### config.mk
export PLATFORM = sky130hd
export DESIGN_NAME = sbus_axi_arbiter_flat
export DESIGN_NICKNAME = d
export VERILOG_FILES = /design/src/rtl/sbus_axi_arbiter_if.sv /design/src/rtl/sbus_axi_arbiter.sv /design/src/flat_wrapper.sv
export SDC_FILE = /design/constraint.sdc
export NUM_CORES = 1
export LEC_CHECK = 0
export ABC_AREA = 1
export CAP_MARGIN = 25
export CORE_AREA = 5 5 339 341
export DETAILED_ROUTE_END_ITERATION = 10
export DIE_AREA = 0 0 344 346
export REMOVE_ABC_BUFFERS = 1
export SYNTH_ARGS = -nofsm -noshare
export SYNTH_HDL_FRONTEND = slang
export SYNTH_SLANG_ARGS = --single-unit
### constraint.sdc
create_clock -name uncoreclk -period 5 [get_ports uncoreclk]
set_clock_uncertainty 0.15 [all_clocks]
set_input_delay 0.75 -clock uncoreclk [delete_from_list [all_inputs] [get_ports uncoreclk]]
set_output_delay 0.75 -clock uncoreclk [all_outputs]
set_load 0.02 [all_outputs]
### src/rtl/sbus_axi_arbiter_if.sv
// AXI4 bundle shared by the arbiter's slave ports and its master port.
// The master port instance is built with ID_W one bit wider than the slave ports.
interface sbus_axi_arbiter_if #(
  parameter int unsigned ADDR_W = 32,
  parameter int unsigned DATA_W = 64,
  parameter int unsigned ID_W   = 12
);
  localparam int unsigned STRB_W = DATA_W / 8;

  logic              awvalid, awready;
  logic [ADDR_W-1:0] awaddr;
  logic [ID_W-1:0]   awid;
  logic [7:0]        awlen;
  logic [2:0]        awsize;
  logic [1:0]        awburst;

  logic              wvalid, wready, wlast;
  logic [DATA_W-1:0] wdata;
  logic [STRB_W-1:0] wstrb;

  logic              bvalid, bready;
  logic [ID_W-1:0]   bid;
  logic [1:0]        bresp;

  logic              arvalid, arready;
  logic [ADDR_W-1:0] araddr;
  logic [ID_W-1:0]   arid;
  logic [7:0]        arlen;
  logic [2:0]        arsize;
  logic [1:0]        arburst;

  logic              rvalid, rready, rlast;
  logic [DATA_W-1:0] rdata;
  logic [ID_W-1:0]   rid;
  logic [1:0]        rresp;

  modport master (
    output awvalid, awaddr, awid, awlen, awsize, awburst, input awready,
    output wvalid, wdata, wstrb, wlast, input wready,
    input  bvalid, bid, bresp, output bready,
    output arvalid, araddr, arid, arlen, arsize, arburst, input arready,
    input  rvalid, rdata, rid, rresp, rlast, output rready
  );

  modport slave (
    input  awvalid, awaddr, awid, awlen, awsize, awburst, output awready,
    input  wvalid, wdata, wstrb, wlast, output wready,
    output bvalid, bid, bresp, input bready,
    input  arvalid, araddr, arid, arlen, arsize, arburst, output arready,
    output rvalid, rdata, rid, rresp, rlast, input rready
  );
endinterface

### src/rtl/sbus_axi_arbiter.sv
// 2:1 AXI4 arbiter: round-robin AR/AW grants, ID extended by the source port,
// W steered by a FIFO of AW winners, R/B routed back by the ID MSB.
module sbus_axi_arbiter #(
  parameter int unsigned ADDR_W   = 32,
  parameter int unsigned DATA_W   = 64,
  parameter int unsigned ID_W     = 12,
  parameter int unsigned WQ_DEPTH = 4
) (
  input  logic               uncoreclk,
  input  logic               uncore_rst,
  sbus_axi_arbiter_if.slave  s0_axi,
  sbus_axi_arbiter_if.slave  s1_axi,
  sbus_axi_arbiter_if.master m_axi
);
  localparam int unsigned STRB_W = DATA_W / 8;
  localparam int unsigned PTR_W  = $clog2(WQ_DEPTH);
  localparam int unsigned CNT_W  = PTR_W + 1;

  typedef enum logic {ARB_IDLE, ARB_GRANT} arb_state_e;

  arb_state_e ar_state_q, ar_state_d, aw_state_q, aw_state_d;
  logic       ar_port_q, ar_port_d, ar_last_q, ar_last_d;
  logic       aw_port_q, aw_port_d, aw_last_q, aw_last_d;

  logic [WQ_DEPTH-1:0] wq_mem_q, wq_mem_d;
  logic [PTR_W-1:0]    wq_wr_q, wq_wr_d, wq_rd_q, wq_rd_d;
  logic [CNT_W-1:0]    wq_cnt_q, wq_cnt_d;

  logic ar_grant, ar_hs, aw_grant, aw_valid, aw_hs;
  logic wq_full, wq_empty, wq_head, wq_push, wq_pop, w_valid, w_last;

  // Both requesting: take the port after the last winner; otherwise the lone requester.
  function automatic logic rr_pick(input logic req0, input logic req1, input logic last);
    return (req0 && req1) ? ~last : req1;
  endfunction

  assign ar_grant = (ar_state_q == ARB_GRANT);
  assign ar_hs    = ar_grant & m_axi.arready;
  assign aw_grant = (aw_state_q == ARB_GRANT);

  assign wq_full  = (wq_cnt_q == CNT_W'(WQ_DEPTH));
  assign wq_empty = (wq_cnt_q == '0);
  assign wq_head  = wq_mem_q[wq_rd_q];
  assign w_valid  = ~wq_empty & (wq_head ? s1_axi.wvalid : s0_axi.wvalid);
  assign w_last   = wq_head ? s1_axi.wlast : s0_axi.wlast;
  assign wq_pop   = w_valid & m_axi.wready & w_last;
  // A full FIFO may still take the AW when a WLAST pop frees a slot this cycle.
  assign aw_valid = aw_grant & (~wq_full | wq_pop);
  assign aw_hs    = aw_valid & m_axi.awready;
  assign wq_push  = aw_hs;

  always_comb begin
    ar_state_d = ar_state_q;
    ar_port_d  = ar_port_q;
    ar_last_d  = ar_last_q;
    aw_state_d = aw_state_q;
    aw_port_d  = aw_port_q;
    aw_last_d  = aw_last_q;
    wq_mem_d   = wq_mem_q;
    wq_wr_d    = wq_wr_q;
    wq_rd_d    = wq_rd_q;
    wq_cnt_d   = wq_cnt_q;

    if (ar_state_q == ARB_IDLE) begin
      if (s0_axi.arvalid || s1_axi.arvalid) begin
        ar_state_d = ARB_GRANT;
        ar_port_d  = rr_pick(s0_axi.arvalid, s1_axi.arvalid, ar_last_q);
      end
    end else if (ar_hs) begin
      ar_state_d = ARB_IDLE;
      ar_last_d  = ar_port_q;
    end

    if (aw_state_q == ARB_IDLE) begin
      if (s0_axi.awvalid || s1_axi.awvalid) begin
        aw_state_d = ARB_GRANT;
        aw_port_d  = rr_pick(s0_axi.awvalid, s1_axi.awvalid, aw_last_q);
      end
    end else if (aw_hs) begin
      aw_state_d = ARB_IDLE;
      aw_last_d  = aw_port_q;
    end

    if (wq_push) begin
      wq_mem_d[wq_wr_q] = aw_port_q;
      wq_wr_d           = wq_wr_q + PTR_W'(1);
    end
    if (wq_pop) wq_rd_d = wq_rd_q + PTR_W'(1);
    case ({wq_push, wq_pop})
      2'b10:   wq_cnt_d = wq_cnt_q + CNT_W'(1);
      2'b01:   wq_cnt_d = wq_cnt_q - CNT_W'(1);
      default: wq_cnt_d = wq_cnt_q;
    endcase
  end

  // Last-winner registers reset to port 1 so port 0 is favoured first.
  always_ff @(posedge uncoreclk) begin
    if (uncore_rst) begin
      ar_state_q <= ARB_IDLE;
      ar_port_q  <= 1'b0;
      ar_last_q  <= 1'b1;
      aw_state_q <= ARB_IDLE;
      aw_port_q  <= 1'b0;
      aw_last_q  <= 1'b1;
      wq_mem_q   <= '0;
      wq_wr_q    <= '0;
      wq_rd_q    <= '0;
      wq_cnt_q   <= '0;
    end else begin
      ar_state_q <= ar_state_d;
      ar_port_q  <= ar_port_d;
      ar_last_q  <= ar_last_d;
      aw_state_q <= aw_state_d;
      aw_port_q  <= aw_port_d;
      aw_last_q  <= aw_last_d;
      wq_mem_q   <= wq_mem_d;
      wq_wr_q    <= wq_wr_d;
      wq_rd_q    <= wq_rd_d;
      wq_cnt_q   <= wq_cnt_d;
    end
  end

  assign m_axi.arvalid  = ar_grant;
  assign m_axi.araddr   = ADDR_W'(ar_port_q ? s1_axi.araddr : s0_axi.araddr);
  assign m_axi.arid     = {ar_port_q, ar_port_q ? s1_axi.arid : s0_axi.arid};
  assign m_axi.arlen    = ar_port_q ? s1_axi.arlen   : s0_axi.arlen;
  assign m_axi.arsize   = ar_port_q ? s1_axi.arsize  : s0_axi.arsize;
  assign m_axi.arburst  = ar_port_q ? s1_axi.arburst : s0_axi.arburst;
  assign s0_axi.arready = ar_hs & ~ar_port_q;
  assign s1_axi.arready = ar_hs &  ar_port_q;

  assign m_axi.awvalid  = aw_valid;
  assign m_axi.awaddr   = ADDR_W'(aw_port_q ? s1_axi.awaddr : s0_axi.awaddr);
  assign m_axi.awid     = {aw_port_q, aw_port_q ? s1_axi.awid : s0_axi.awid};
  assign m_axi.awlen    = aw_port_q ? s1_axi.awlen   : s0_axi.awlen;
  assign m_axi.awsize   = aw_port_q ? s1_axi.awsize  : s0_axi.awsize;
  assign m_axi.awburst  = aw_port_q ? s1_axi.awburst : s0_axi.awburst;
  assign s0_axi.awready = aw_hs & ~aw_port_q;
  assign s1_axi.awready = aw_hs &  aw_port_q;

  assign m_axi.wvalid   = w_valid;
  assign m_axi.wdata    = DATA_W'(wq_head ? s1_axi.wdata : s0_axi.wdata);
  assign m_axi.wstrb    = STRB_W'(wq_head ? s1_axi.wstrb : s0_axi.wstrb);
  assign m_axi.wlast    = w_last;
  assign s0_axi.wready  = ~wq_empty & ~wq_head & m_axi.wready;
  assign s1_axi.wready  = ~wq_empty &  wq_head & m_axi.wready;

  // Responses return to the port named by the extended ID bit.
  assign s0_axi.rvalid  = m_axi.rvalid & ~m_axi.rid[ID_W];
  assign s1_axi.rvalid  = m_axi.rvalid &  m_axi.rid[ID_W];
  assign s0_axi.rid     = m_axi.rid[ID_W-1:0];
  assign s1_axi.rid     = m_axi.rid[ID_W-1:0];
  assign s0_axi.rdata   = m_axi.rdata;
  assign s1_axi.rdata   = m_axi.rdata;
  assign s0_axi.rresp   = m_axi.rresp;
  assign s1_axi.rresp   = m_axi.rresp;
  assign s0_axi.rlast   = m_axi.rlast;
  assign s1_axi.rlast   = m_axi.rlast;
  assign m_axi.rready   = m_axi.rid[ID_W] ? s1_axi.rready : s0_axi.rready;

  assign s0_axi.bvalid  = m_axi.bvalid & ~m_axi.bid[ID_W];
  assign s1_axi.bvalid  = m_axi.bvalid &  m_axi.bid[ID_W];
  assign s0_axi.bid     = m_axi.bid[ID_W-1:0];
  assign s1_axi.bid     = m_axi.bid[ID_W-1:0];
  assign s0_axi.bresp   = m_axi.bresp;
  assign s1_axi.bresp   = m_axi.bresp;
  assign m_axi.bready   = m_axi.bid[ID_W] ? s1_axi.bready : s0_axi.bready;
endmodule

### src/flat_wrapper.sv
// flat-port wrapper written by rule: the top's interface ports become plain ports
module sbus_axi_arbiter_flat 
#(
  parameter int unsigned ADDR_W   = 32,
  parameter int unsigned DATA_W   = 64,
  parameter int unsigned ID_W     = 12,
  parameter int unsigned WQ_DEPTH = 4
)
  (uncoreclk, uncore_rst, s0_axi_awvalid, s0_axi_awaddr, s0_axi_awid, s0_axi_awlen, s0_axi_awsize, s0_axi_awburst, s0_axi_awready, s0_axi_wvalid, s0_axi_wdata, s0_axi_wstrb, s0_axi_wlast, s0_axi_wready, s0_axi_bvalid, s0_axi_bid, s0_axi_bresp, s0_axi_bready, s0_axi_arvalid, s0_axi_araddr, s0_axi_arid, s0_axi_arlen, s0_axi_arsize, s0_axi_arburst, s0_axi_arready, s0_axi_rvalid, s0_axi_rdata, s0_axi_rid, s0_axi_rresp, s0_axi_rlast, s0_axi_rready, s1_axi_awvalid, s1_axi_awaddr, s1_axi_awid, s1_axi_awlen, s1_axi_awsize, s1_axi_awburst, s1_axi_awready, s1_axi_wvalid, s1_axi_wdata, s1_axi_wstrb, s1_axi_wlast, s1_axi_wready, s1_axi_bvalid, s1_axi_bid, s1_axi_bresp, s1_axi_bready, s1_axi_arvalid, s1_axi_araddr, s1_axi_arid, s1_axi_arlen, s1_axi_arsize, s1_axi_arburst, s1_axi_arready, s1_axi_rvalid, s1_axi_rdata, s1_axi_rid, s1_axi_rresp, s1_axi_rlast, s1_axi_rready, m_axi_awvalid, m_axi_awaddr, m_axi_awid, m_axi_awlen, m_axi_awsize, m_axi_awburst, m_axi_awready, m_axi_wvalid, m_axi_wdata, m_axi_wstrb, m_axi_wlast, m_axi_wready, m_axi_bvalid, m_axi_bid, m_axi_bresp, m_axi_bready, m_axi_arvalid, m_axi_araddr, m_axi_arid, m_axi_arlen, m_axi_arsize, m_axi_arburst, m_axi_arready, m_axi_rvalid, m_axi_rdata, m_axi_rid, m_axi_rresp, m_axi_rlast, m_axi_rready);
  sbus_axi_arbiter_if #(.ADDR_W(ADDR_W), .DATA_W(DATA_W), .ID_W(ID_W)) s0_axi_i ();
  sbus_axi_arbiter_if #(.ADDR_W(ADDR_W), .DATA_W(DATA_W), .ID_W(ID_W)) s1_axi_i ();
  sbus_axi_arbiter_if #(.ADDR_W(ADDR_W), .DATA_W(DATA_W), .ID_W(ID_W)) m_axi_i ();
  input  logic uncoreclk;
  input  logic uncore_rst;
  input wire logic [$bits(s0_axi_i.awvalid)-1:0] s0_axi_awvalid;
  input wire logic [$bits(s0_axi_i.awaddr)-1:0] s0_axi_awaddr;
  input wire logic [$bits(s0_axi_i.awid)-1:0] s0_axi_awid;
  input wire logic [$bits(s0_axi_i.awlen)-1:0] s0_axi_awlen;
  input wire logic [$bits(s0_axi_i.awsize)-1:0] s0_axi_awsize;
  input wire logic [$bits(s0_axi_i.awburst)-1:0] s0_axi_awburst;
  output wire logic [$bits(s0_axi_i.awready)-1:0] s0_axi_awready;
  input wire logic [$bits(s0_axi_i.wvalid)-1:0] s0_axi_wvalid;
  input wire logic [$bits(s0_axi_i.wdata)-1:0] s0_axi_wdata;
  input wire logic [$bits(s0_axi_i.wstrb)-1:0] s0_axi_wstrb;
  input wire logic [$bits(s0_axi_i.wlast)-1:0] s0_axi_wlast;
  output wire logic [$bits(s0_axi_i.wready)-1:0] s0_axi_wready;
  output wire logic [$bits(s0_axi_i.bvalid)-1:0] s0_axi_bvalid;
  output wire logic [$bits(s0_axi_i.bid)-1:0] s0_axi_bid;
  output wire logic [$bits(s0_axi_i.bresp)-1:0] s0_axi_bresp;
  input wire logic [$bits(s0_axi_i.bready)-1:0] s0_axi_bready;
  input wire logic [$bits(s0_axi_i.arvalid)-1:0] s0_axi_arvalid;
  input wire logic [$bits(s0_axi_i.araddr)-1:0] s0_axi_araddr;
  input wire logic [$bits(s0_axi_i.arid)-1:0] s0_axi_arid;
  input wire logic [$bits(s0_axi_i.arlen)-1:0] s0_axi_arlen;
  input wire logic [$bits(s0_axi_i.arsize)-1:0] s0_axi_arsize;
  input wire logic [$bits(s0_axi_i.arburst)-1:0] s0_axi_arburst;
  output wire logic [$bits(s0_axi_i.arready)-1:0] s0_axi_arready;
  output wire logic [$bits(s0_axi_i.rvalid)-1:0] s0_axi_rvalid;
  output wire logic [$bits(s0_axi_i.rdata)-1:0] s0_axi_rdata;
  output wire logic [$bits(s0_axi_i.rid)-1:0] s0_axi_rid;
  output wire logic [$bits(s0_axi_i.rresp)-1:0] s0_axi_rresp;
  output wire logic [$bits(s0_axi_i.rlast)-1:0] s0_axi_rlast;
  input wire logic [$bits(s0_axi_i.rready)-1:0] s0_axi_rready;
  input wire logic [$bits(s1_axi_i.awvalid)-1:0] s1_axi_awvalid;
  input wire logic [$bits(s1_axi_i.awaddr)-1:0] s1_axi_awaddr;
  input wire logic [$bits(s1_axi_i.awid)-1:0] s1_axi_awid;
  input wire logic [$bits(s1_axi_i.awlen)-1:0] s1_axi_awlen;
  input wire logic [$bits(s1_axi_i.awsize)-1:0] s1_axi_awsize;
  input wire logic [$bits(s1_axi_i.awburst)-1:0] s1_axi_awburst;
  output wire logic [$bits(s1_axi_i.awready)-1:0] s1_axi_awready;
  input wire logic [$bits(s1_axi_i.wvalid)-1:0] s1_axi_wvalid;
  input wire logic [$bits(s1_axi_i.wdata)-1:0] s1_axi_wdata;
  input wire logic [$bits(s1_axi_i.wstrb)-1:0] s1_axi_wstrb;
  input wire logic [$bits(s1_axi_i.wlast)-1:0] s1_axi_wlast;
  output wire logic [$bits(s1_axi_i.wready)-1:0] s1_axi_wready;
  output wire logic [$bits(s1_axi_i.bvalid)-1:0] s1_axi_bvalid;
  output wire logic [$bits(s1_axi_i.bid)-1:0] s1_axi_bid;
  output wire logic [$bits(s1_axi_i.bresp)-1:0] s1_axi_bresp;
  input wire logic [$bits(s1_axi_i.bready)-1:0] s1_axi_bready;
  input wire logic [$bits(s1_axi_i.arvalid)-1:0] s1_axi_arvalid;
  input wire logic [$bits(s1_axi_i.araddr)-1:0] s1_axi_araddr;
  input wire logic [$bits(s1_axi_i.arid)-1:0] s1_axi_arid;
  input wire logic [$bits(s1_axi_i.arlen)-1:0] s1_axi_arlen;
  input wire logic [$bits(s1_axi_i.arsize)-1:0] s1_axi_arsize;
  input wire logic [$bits(s1_axi_i.arburst)-1:0] s1_axi_arburst;
  output wire logic [$bits(s1_axi_i.arready)-1:0] s1_axi_arready;
  output wire logic [$bits(s1_axi_i.rvalid)-1:0] s1_axi_rvalid;
  output wire logic [$bits(s1_axi_i.rdata)-1:0] s1_axi_rdata;
  output wire logic [$bits(s1_axi_i.rid)-1:0] s1_axi_rid;
  output wire logic [$bits(s1_axi_i.rresp)-1:0] s1_axi_rresp;
  output wire logic [$bits(s1_axi_i.rlast)-1:0] s1_axi_rlast;
  input wire logic [$bits(s1_axi_i.rready)-1:0] s1_axi_rready;
  output wire logic [$bits(m_axi_i.awvalid)-1:0] m_axi_awvalid;
  output wire logic [$bits(m_axi_i.awaddr)-1:0] m_axi_awaddr;
  output wire logic [$bits(m_axi_i.awid)-1:0] m_axi_awid;
  output wire logic [$bits(m_axi_i.awlen)-1:0] m_axi_awlen;
  output wire logic [$bits(m_axi_i.awsize)-1:0] m_axi_awsize;
  output wire logic [$bits(m_axi_i.awburst)-1:0] m_axi_awburst;
  input wire logic [$bits(m_axi_i.awready)-1:0] m_axi_awready;
  output wire logic [$bits(m_axi_i.wvalid)-1:0] m_axi_wvalid;
  output wire logic [$bits(m_axi_i.wdata)-1:0] m_axi_wdata;
  output wire logic [$bits(m_axi_i.wstrb)-1:0] m_axi_wstrb;
  output wire logic [$bits(m_axi_i.wlast)-1:0] m_axi_wlast;
  input wire logic [$bits(m_axi_i.wready)-1:0] m_axi_wready;
  input wire logic [$bits(m_axi_i.bvalid)-1:0] m_axi_bvalid;
  input wire logic [$bits(m_axi_i.bid)-1:0] m_axi_bid;
  input wire logic [$bits(m_axi_i.bresp)-1:0] m_axi_bresp;
  output wire logic [$bits(m_axi_i.bready)-1:0] m_axi_bready;
  output wire logic [$bits(m_axi_i.arvalid)-1:0] m_axi_arvalid;
  output wire logic [$bits(m_axi_i.araddr)-1:0] m_axi_araddr;
  output wire logic [$bits(m_axi_i.arid)-1:0] m_axi_arid;
  output wire logic [$bits(m_axi_i.arlen)-1:0] m_axi_arlen;
  output wire logic [$bits(m_axi_i.arsize)-1:0] m_axi_arsize;
  output wire logic [$bits(m_axi_i.arburst)-1:0] m_axi_arburst;
  input wire logic [$bits(m_axi_i.arready)-1:0] m_axi_arready;
  input wire logic [$bits(m_axi_i.rvalid)-1:0] m_axi_rvalid;
  input wire logic [$bits(m_axi_i.rdata)-1:0] m_axi_rdata;
  input wire logic [$bits(m_axi_i.rid)-1:0] m_axi_rid;
  input wire logic [$bits(m_axi_i.rresp)-1:0] m_axi_rresp;
  input wire logic [$bits(m_axi_i.rlast)-1:0] m_axi_rlast;
  output wire logic [$bits(m_axi_i.rready)-1:0] m_axi_rready;
  assign s0_axi_i.awvalid = s0_axi_awvalid;
  assign s0_axi_i.awaddr = s0_axi_awaddr;
  assign s0_axi_i.awid = s0_axi_awid;
  assign s0_axi_i.awlen = s0_axi_awlen;
  assign s0_axi_i.awsize = s0_axi_awsize;
  assign s0_axi_i.awburst = s0_axi_awburst;
  assign s0_axi_awready = s0_axi_i.awready;
  assign s0_axi_i.wvalid = s0_axi_wvalid;
  assign s0_axi_i.wdata = s0_axi_wdata;
  assign s0_axi_i.wstrb = s0_axi_wstrb;
  assign s0_axi_i.wlast = s0_axi_wlast;
  assign s0_axi_wready = s0_axi_i.wready;
  assign s0_axi_bvalid = s0_axi_i.bvalid;
  assign s0_axi_bid = s0_axi_i.bid;
  assign s0_axi_bresp = s0_axi_i.bresp;
  assign s0_axi_i.bready = s0_axi_bready;
  assign s0_axi_i.arvalid = s0_axi_arvalid;
  assign s0_axi_i.araddr = s0_axi_araddr;
  assign s0_axi_i.arid = s0_axi_arid;
  assign s0_axi_i.arlen = s0_axi_arlen;
  assign s0_axi_i.arsize = s0_axi_arsize;
  assign s0_axi_i.arburst = s0_axi_arburst;
  assign s0_axi_arready = s0_axi_i.arready;
  assign s0_axi_rvalid = s0_axi_i.rvalid;
  assign s0_axi_rdata = s0_axi_i.rdata;
  assign s0_axi_rid = s0_axi_i.rid;
  assign s0_axi_rresp = s0_axi_i.rresp;
  assign s0_axi_rlast = s0_axi_i.rlast;
  assign s0_axi_i.rready = s0_axi_rready;
  assign s1_axi_i.awvalid = s1_axi_awvalid;
  assign s1_axi_i.awaddr = s1_axi_awaddr;
  assign s1_axi_i.awid = s1_axi_awid;
  assign s1_axi_i.awlen = s1_axi_awlen;
  assign s1_axi_i.awsize = s1_axi_awsize;
  assign s1_axi_i.awburst = s1_axi_awburst;
  assign s1_axi_awready = s1_axi_i.awready;
  assign s1_axi_i.wvalid = s1_axi_wvalid;
  assign s1_axi_i.wdata = s1_axi_wdata;
  assign s1_axi_i.wstrb = s1_axi_wstrb;
  assign s1_axi_i.wlast = s1_axi_wlast;
  assign s1_axi_wready = s1_axi_i.wready;
  assign s1_axi_bvalid = s1_axi_i.bvalid;
  assign s1_axi_bid = s1_axi_i.bid;
  assign s1_axi_bresp = s1_axi_i.bresp;
  assign s1_axi_i.bready = s1_axi_bready;
  assign s1_axi_i.arvalid = s1_axi_arvalid;
  assign s1_axi_i.araddr = s1_axi_araddr;
  assign s1_axi_i.arid = s1_axi_arid;
  assign s1_axi_i.arlen = s1_axi_arlen;
  assign s1_axi_i.arsize = s1_axi_arsize;
  assign s1_axi_i.arburst = s1_axi_arburst;
  assign s1_axi_arready = s1_axi_i.arready;
  assign s1_axi_rvalid = s1_axi_i.rvalid;
  assign s1_axi_rdata = s1_axi_i.rdata;
  assign s1_axi_rid = s1_axi_i.rid;
  assign s1_axi_rresp = s1_axi_i.rresp;
  assign s1_axi_rlast = s1_axi_i.rlast;
  assign s1_axi_i.rready = s1_axi_rready;
  assign m_axi_awvalid = m_axi_i.awvalid;
  assign m_axi_awaddr = m_axi_i.awaddr;
  assign m_axi_awid = m_axi_i.awid;
  assign m_axi_awlen = m_axi_i.awlen;
  assign m_axi_awsize = m_axi_i.awsize;
  assign m_axi_awburst = m_axi_i.awburst;
  assign m_axi_i.awready = m_axi_awready;
  assign m_axi_wvalid = m_axi_i.wvalid;
  assign m_axi_wdata = m_axi_i.wdata;
  assign m_axi_wstrb = m_axi_i.wstrb;
  assign m_axi_wlast = m_axi_i.wlast;
  assign m_axi_i.wready = m_axi_wready;
  assign m_axi_i.bvalid = m_axi_bvalid;
  assign m_axi_i.bid = m_axi_bid;
  assign m_axi_i.bresp = m_axi_bresp;
  assign m_axi_bready = m_axi_i.bready;
  assign m_axi_arvalid = m_axi_i.arvalid;
  assign m_axi_araddr = m_axi_i.araddr;
  assign m_axi_arid = m_axi_i.arid;
  assign m_axi_arlen = m_axi_i.arlen;
  assign m_axi_arsize = m_axi_i.arsize;
  assign m_axi_arburst = m_axi_i.arburst;
  assign m_axi_i.arready = m_axi_arready;
  assign m_axi_i.rvalid = m_axi_rvalid;
  assign m_axi_i.rdata = m_axi_rdata;
  assign m_axi_i.rid = m_axi_rid;
  assign m_axi_i.rresp = m_axi_rresp;
  assign m_axi_i.rlast = m_axi_rlast;
  assign m_axi_rready = m_axi_i.rready;
  sbus_axi_arbiter #(.ADDR_W(ADDR_W), .DATA_W(DATA_W), .ID_W(ID_W), .WQ_DEPTH(WQ_DEPTH)) u_core (.uncoreclk(uncoreclk), .uncore_rst(uncore_rst), .s0_axi(s0_axi_i), .s1_axi(s1_axi_i), .m_axi(m_axi_i));
endmodule
==> flow_summary.json, run 1 <==
{
  "slew_headroom": 0.414,
  "cts_buffers": 3,
  "slowest_delay_ns": 0.56,
  "powerDensity_nw_per_um2": 130,
  "yosys_warnings": 0,
  "placedCellCount": 2634,
  "die_area_um2": 119000,
  "floorplan.initialDensity": 0.0417,
  "netlist-cell-type-count": 28,
  "status": "completed",
  "placement.cell_area_um2": 10800,
  "post-dp-hpwl_mm": 64.5,
  "initialDrtViolationCount": 319,
  "cellLeakagePower_nw": 4.05,
  "number_of_max_capacitance_violations_reported": 0,
  "setup_repair_after_global_routing_missed_its_margin": "false",
  "clkSlewWorstSetupHoldPaths_ns": 0.06,
  "final_slew_viol_count": 0,
  "drt-vias-per-instance": 2.72,
  "worstSkewPairLatency_ns": 0.26,
  "worst_hold_path_type": "reg -> reg",
  "vdd.ir_drop.worst_v": 0.0000840,
  "grt_usage": 0.114,
  "cell_type_with_the_highest_aggregate_area_in_the_netlist": "sky130_fd_sc_hd__buf_4",
  "regToRegSetupSlack_ns": 1.94,
  "reg2regPathDepth": 17,
  "synth_sequential_area_ratio": 0.0731,
  "postSynthCellCount": 774,
  "max_fo_critical_path": 43,
  "routabilityCongestion": 0.800,
  "maximum_number_of_pins_on_one_net_before_global_route_repair": 61,
  "final_common_cell": "sky130_fd_sc_hd__clkdlybuf4s50_1",
  "finish.instance_area_um2": 10900,
  "setup_violations": 0,
  "ys_seq_elements": 17,
  "via_count_of_the_first_global_routing_pass": 6774,
  "port-buffer-count": 580,
  "grt_first_pass_wirelength_mm": 85.8,
  "period_needed_ns": 3.78,
  "pre_cts_setup_slack_ns": 1.18,
  "final_core_occ": 0.0978,
  "core_region_area_um2": 112000,
  "final_min_period_over_clock_period": 0.755,
  "synth_top_cell_area_share": 0.319,
  "nets_final": 1629,
  "worst-slew-pin-transition_ns": 0.878,
  "drt_first_pass_iters": 4,
  "cts.root.buffer_cell": "sky130_fd_sc_hd__clkbuf_16",
  "drtAntennaViolNets": 0,
  "maxClockFrequency_mhz": 265,
  "area_growth_syn_to_layout_pct": 134,
  "tritoncts": "built",
  "least_setup_slack_across_all_paths_after_layout_ns": 1.22,
  "globalRouteOverflowTotal": 0,
  "cts-hold-fix-buffers": 0,
  "synth.area.top_cells": "sky130_fd_sc_hd__buf_4, sky130_fd_sc_hd__nand2_1, sky130_fd_sc_hd__mux2_2",
  "worst_hold_path.num_cells": 2,
  "vias": 7212,
  "post_cts_setup_buffer_count": 0,
  "crit_required_ns": 4.10,
  "drive_gt1_frac": 0.0835,
  "filler_cell_count": 13000,
  "syn_avg_cell_area_um2": 6.02,
  "worstPathArrival_ns": 2.88,
  "hold_violations": 0,
  "totalNegativeSetupSlack_ns": 0,
  "synthesis.area_um2": 4660,
  "crit_path_cell_trace": "inv_2 -> nand2_1 -> nand3_2 -> nand2_4 -> buf_4 -> mux2_2 -> clkdlybuf4s50_1",
  "placement_rows": 123,
  "ioPinCount": 872,
  "setup.worst_path.class": "reg -> out",
  "remaining_drc_errors": 0,
  "instances_no_fill": 2649,
  "cts_htree_levels": 1,
  "critical_path.endpoint_type": "primary output",
  "clock_path_buffers": 2,
  "clock-sinks": 17,
  "fp.dieW_um": 344,
  "die_y_um": 346,
  "slowest_stage": "sky130_fd_sc_hd__clkdlybuf4s50_1",
  "routedWlPerCell_um": 27.5,
  "start_kind": "flip-flop",
  "count_of_instances_resized_after_the_clock_tree_is_built": 0,
  "initial_antenna_violation_count": 66,
  "total_detailed_routing_wirelength_mm": 72.8,
  "layout.cells.most_common_list": "sky130_fd_sc_hd__clkdlybuf4s50_1, sky130_fd_sc_hd__nand2_1, sky130_fd_sc_hd__mux2_2, sky130_fd_sc_hd__inv_1, sky130_fd_sc_hd__dfxtp_1"
}
-- worst max-delay path: cells and delay by family, from the launching register on --
kind,cells,cell delay [ns]
mux,1,0.44
buf+inv,3,1.16
simple gates,3,0.57
flops,1,0.38
-- final timing paths --
check	end	startpoint
setup / recovery	m_axi_wdata[16]	u_core.wq_rd_q[0]
hold / removal	u_core.aw_last_q	u_core.aw_last_q
setup reg to reg	u_core.wq_cnt_q[2]	u_core.wq_rd_q[0]
hold reg to reg	u_core.aw_last_q	u_core.aw_last_q
-- where the power goes --
part           total, mW  internal, mW  switching (mW)
clock network      0.179         0.108          0.0700
registers          0.150         0.143         0.00668
logic               1.09         0.605           0.487
-- layout make-up --
type                    instances  area, um^2  share of cell area
repair buffers                585        5840               0.536
multi-input cells             507        2640               0.242
well taps                    1500        1880               0.172
flip-flops and latches         17         345              0.0317
inverters                      25        93.8             0.00860
clock buffers                   3        75.1             0.00688
diodes                         11        27.5             0.00252
clock inverters                 1        7.51            0.000688
-- synthesized netlist by cell type, drive strengths merged --
cell / number
conb: 1
o21ai: 10
mux2: 72
nor3: 1
nor3b: 1
a21oi: 12
clkbuf: 27
nor2: 13
nand4: 9
dfxtp: 17
o311ai: 1
nand2: 368
nand3: 10
fa: 1
buf: 201
clkinv: 1
ha: 5
inv: 24
-- layer usage --
metal	GRT usage	routed length, um	vias up	share of wire
met2	0.143	25100	905	0.35
met5	0.0465	919	-	0.013
met1	0.147	31600	3218	0.43
met4	0.0142	1040	33	0.014
met3	0.0966	14100	108	0.19
li1	-	-	2948	-
-- sequential cells by signal (all words and copies together) (netlist names) --
signal,count
u_core.wq_wr_q,2
u_core.ar_last_q,1
u_core.aw_grant,1
u_core.wq_cnt_q,3
u_core.m_axi.arvalid,1
u_core.aw_last_q,1
u_core.wq_rd_q,2
u_core.wq_mem_q,4
u_core.ar_port_q,1
u_core.aw_port_q,1
-- cell families (layout without fill, tap and decap cells) --
group / after synthesis / in the layout / synth area share
DFF: 17 / 17 / 0.0731
buffers and inverters: 253 / 614 / 0.364
other: 1 / 15 / 0.000805
adders and majority gates: 6 / 6 / 0.0177
muxes: 72 / 72 / 0.174
AOI/OAI and AO/OA: 23 / 23 / 0.0279
and+or+nand+nor: 402 / 402 / 0.342
-- through the flow --
stage / hold slack, ns / power [mW]
detailed placement: 0.329 / 1.25
finish: 0.341 / 1.42
global route: 0.373 / 1.50
floorplan: 0.286 / 0.565
CTS: 0.347 / 1.44
global placement: 0.309 / 1.25
(Power assumes the default switching activity.)
==> run 2: changes to the inputs <==
CORE_AREA = 5 5 337 339   (was 5 5 339 341)
DIE_AREA = 0 0 342 344   (was 0 0 344 346)
clock period = 3.9 ns   (was 5 ns; I/O delays follow)
==> run 2 against run 1 <==
Wire length up 3.8%. Count of clock-buffer cells in the layout unchanged. Register-to-register slack worse by 0.78 ns. Flip-flop and latch count is the same. Die area down 1.2%. Utilization grew 0.15 points. Worst setup slack worse by 0.64 ns. Final cell count is 0.53% lower. Critical path type is now in -> out.
==> flow_summary.json, run 2 (synthesis gave the netlist of run 1 again) <==
{
  "clkSlewWorstSetupHoldPaths_ns": 0.06,
  "initial_antenna_violation_count": 63,
  "worstReg2RegStart": "u_core.wq_rd_q[0]",
  "wl_met3_mm": 12.9,
  "tritoncts": "built",
  "clock_path_buffers": 2,
  "final_slew_viol_count": 0,
  "powerDensity_nw_per_um2": 169,
  "drive_gt1_frac": 0.0851,
  "critical_path.endpoint_type": "primary output",
  "vias": 7172,
  "die_area_um2": 118000,
  "slew_headroom": 0.574,
  "top_layer": "met5",
  "floorplan.initialDensity": 0.0423,
  "instances_no_fill": 2635,
  "filler_cell_count": 12900,
  "cts_buffers": 3,
  "worst_hold_path_type": "reg -> reg",
  "placedCellCount": 2624,
  "worst_path_dominant_cell_family": "buffers and inverters",
  "crit_start": "s1_axi_wlast",
  "area_growth_syn_to_layout_pct": 135,
  "post-layout-total-power_mw": 1.84,
  "largest-register": "u_core.wq_mem_q",
  "nets_final": 1631,
  "period_needed_ns": 3.31,
  "slowest_delay_ns": 0.69,
  "fp.dieW_um": 342,
  "setup_repair_after_global_routing_missed_its_margin": "false",
  "grt_first_pass_wirelength_mm": 89.3,
  "remaining_drc_errors": 0,
  "number_of_max_capacitance_violations_reported": 0,
  "count_of_instances_resized_after_the_clock_tree_is_built": 0,
  "grt_usage": 0.121,
  "worst-slew-pin-transition_ns": 0.634,
  "crit_path_end": "s1_axi_awready",
  "final_common_cell": "sky130_fd_sc_hd__clkdlybuf4s50_1",
  "route.met2.wl_mm": 27.0,
  "hold-worst-slack_ns": 0.331,
  "reg2regPathDepth": 17,
  "final_min_period_over_clock_period": 0.849,
  "port-buffer-count": 580,
  "drtAntennaViolNets": 0,
  "reg.largest.list": "u_core.wq_mem_q: 4 flops, u_core.wq_cnt_q: 3 flops",
  "slowest_stage": "sky130_fd_sc_hd__clkdlybuf4s50_1",
  "start_kind": "primary input",
  "maximum_number_of_pins_on_one_net_before_global_route_repair": 74,
  "cp.buffers_inverters": 4,
  "critical_path.reg2reg.endpoint": "u_core.wq_cnt_q[2]",
  "post_cts_setup_buffer_count": 0,
  "clock-sinks": 17,
  "cellLeakagePower_nw": 4.07,
  "post-dp-hpwl_mm": 66.7,
  "vdd.ir_drop.worst_v": 0.000112,
  "setup.worst_path.class": "in -> out",
  "core_region_area_um2": 110000,
  "largest_register_ff_count": 4,
  "hold_violations": 0,
  "initialDrtViolationCount": 407,
  "crit_path_cell_trace": "clkdlybuf4s50_1 -> inv_1 -> nand3_1 -> nand2_1 -> nor2_2 -> nand2_4 -> a21oi_4 -> nand3_1 -> inv_1 -> clkdlybuf4s50_1",
  "drt-vias-per-instance": 2.72,
  "status": "completed",
  "cts.root.buffer_cell": "sky130_fd_sc_hd__clkbuf_16",
  "worstSkewPairLatency_ns": 0.26,
  "routedWlPerCell_um": 28.7,
  "crit_required_ns": 3.16,
  "m1WireLength_mm": 33.9,
  "globalRouteOverflowTotal": 0,
  "regToRegSetupSlack_ns": 1.16,
  "max_fo_critical_path": 6,
  "placement_rows": 122,
  "ioPinCount": 872,
  "timing.critical_path.depth": 10,
  "drt_first_pass_iters": 5,
  "cts-hold-fix-buffers": 0,
  "total_detailed_routing_wirelength_mm": 75.6,
  "via_count_of_the_first_global_routing_pass": 6703,
  "die_y_um": 344,
  "worstPathArrival_ns": 2.58,
  "setup_violations": 0,
  "cts_htree_levels": 1,
  "layout.cells.most_common_list": "sky130_fd_sc_hd__clkdlybuf4s50_1, sky130_fd_sc_hd__nand2_1, sky130_fd_sc_hd__mux2_2, sky130_fd_sc_hd__inv_1, sky130_fd_sc_hd__dfxtp_1",
  "totalNegativeSetupSlack_ns": 0,
  "maxClockFrequency_mhz": 302,
  "routabilityCongestion": 0.749
}
run 2: changes by cell type in the layout (fill, tap and decap cells not counted), sizes merged:
cell / before / now
buf: 5 / 7
diode: 11 / 7
run 2: layer usage:
| metal | global-route usage | vias to the layer above |
|---|---|---|
| li1 | - | 2948 |
| met1 | 0.158 | 3201 |
| met2 | 0.157 | 879 |
| met3 | 0.0925 | 118 |
| met4 | 0.0121 | 26 |
| met5 | 0.0421 | - |
run 2: through the flow:
step,util,setup slack (ns),area [um^2]
floorplan,-,0.199,3070
global placement,0.0983,0.514,10800
detailed placement,0.0983,0.534,10800
CTS,0.0991,0.518,10900
global route,0.0991,0.428,10900
finish,0.0992,0.589,10900
run 2: tightest hold or removal path: cells and delay by family, from the launching register on:
kind | cells | cell delay [ns]
AND/OR/NAND/NOR | 2 | 0.12
flip-flops | 1 | 0.33
run 2: final cells by class:
| type | count | area [um^2] | share of cell area |
|---|---|---|---|
| inverter | 25 | 93.8 | 0.00859 |
| multi-input combinational | 507 | 2640 | 0.241 |
| tap | 1488 | 1860 | 0.170 |
| sequential | 17 | 345 | 0.0316 |
| antenna | 7 | 17.5 | 0.00160 |
| clock buffer | 3 | 75.1 | 0.00687 |
| timing repair buffer | 587 | 5880 | 0.539 |
| clock inverter | 1 | 7.51 | 0.000687 |
run 2: how the worst min path moves through the flow:
stage                           startpoint               end  cells past startpoint
after global placement    u_core.aw_last_q  u_core.aw_last_q                      2
after floorplan           u_core.ar_last_q  u_core.ar_last_q                      2
after detailed placement  u_core.aw_last_q  u_core.aw_last_q                      2
after global routing      u_core.aw_last_q  u_core.aw_last_q                      2
final                     u_core.aw_last_q  u_core.aw_last_q                      2
after CTS                 u_core.aw_last_q  u_core.aw_last_q                      2
run 2: power breakdown:
| part | internal (mW) | switching, mW |
|---|---|---|
| combinational | 0.781 | 0.631 |
| sequential | 0.184 | 0.0186 |
| clock | 0.139 | 0.0908 |
| total | 1.10 | 0.740 |
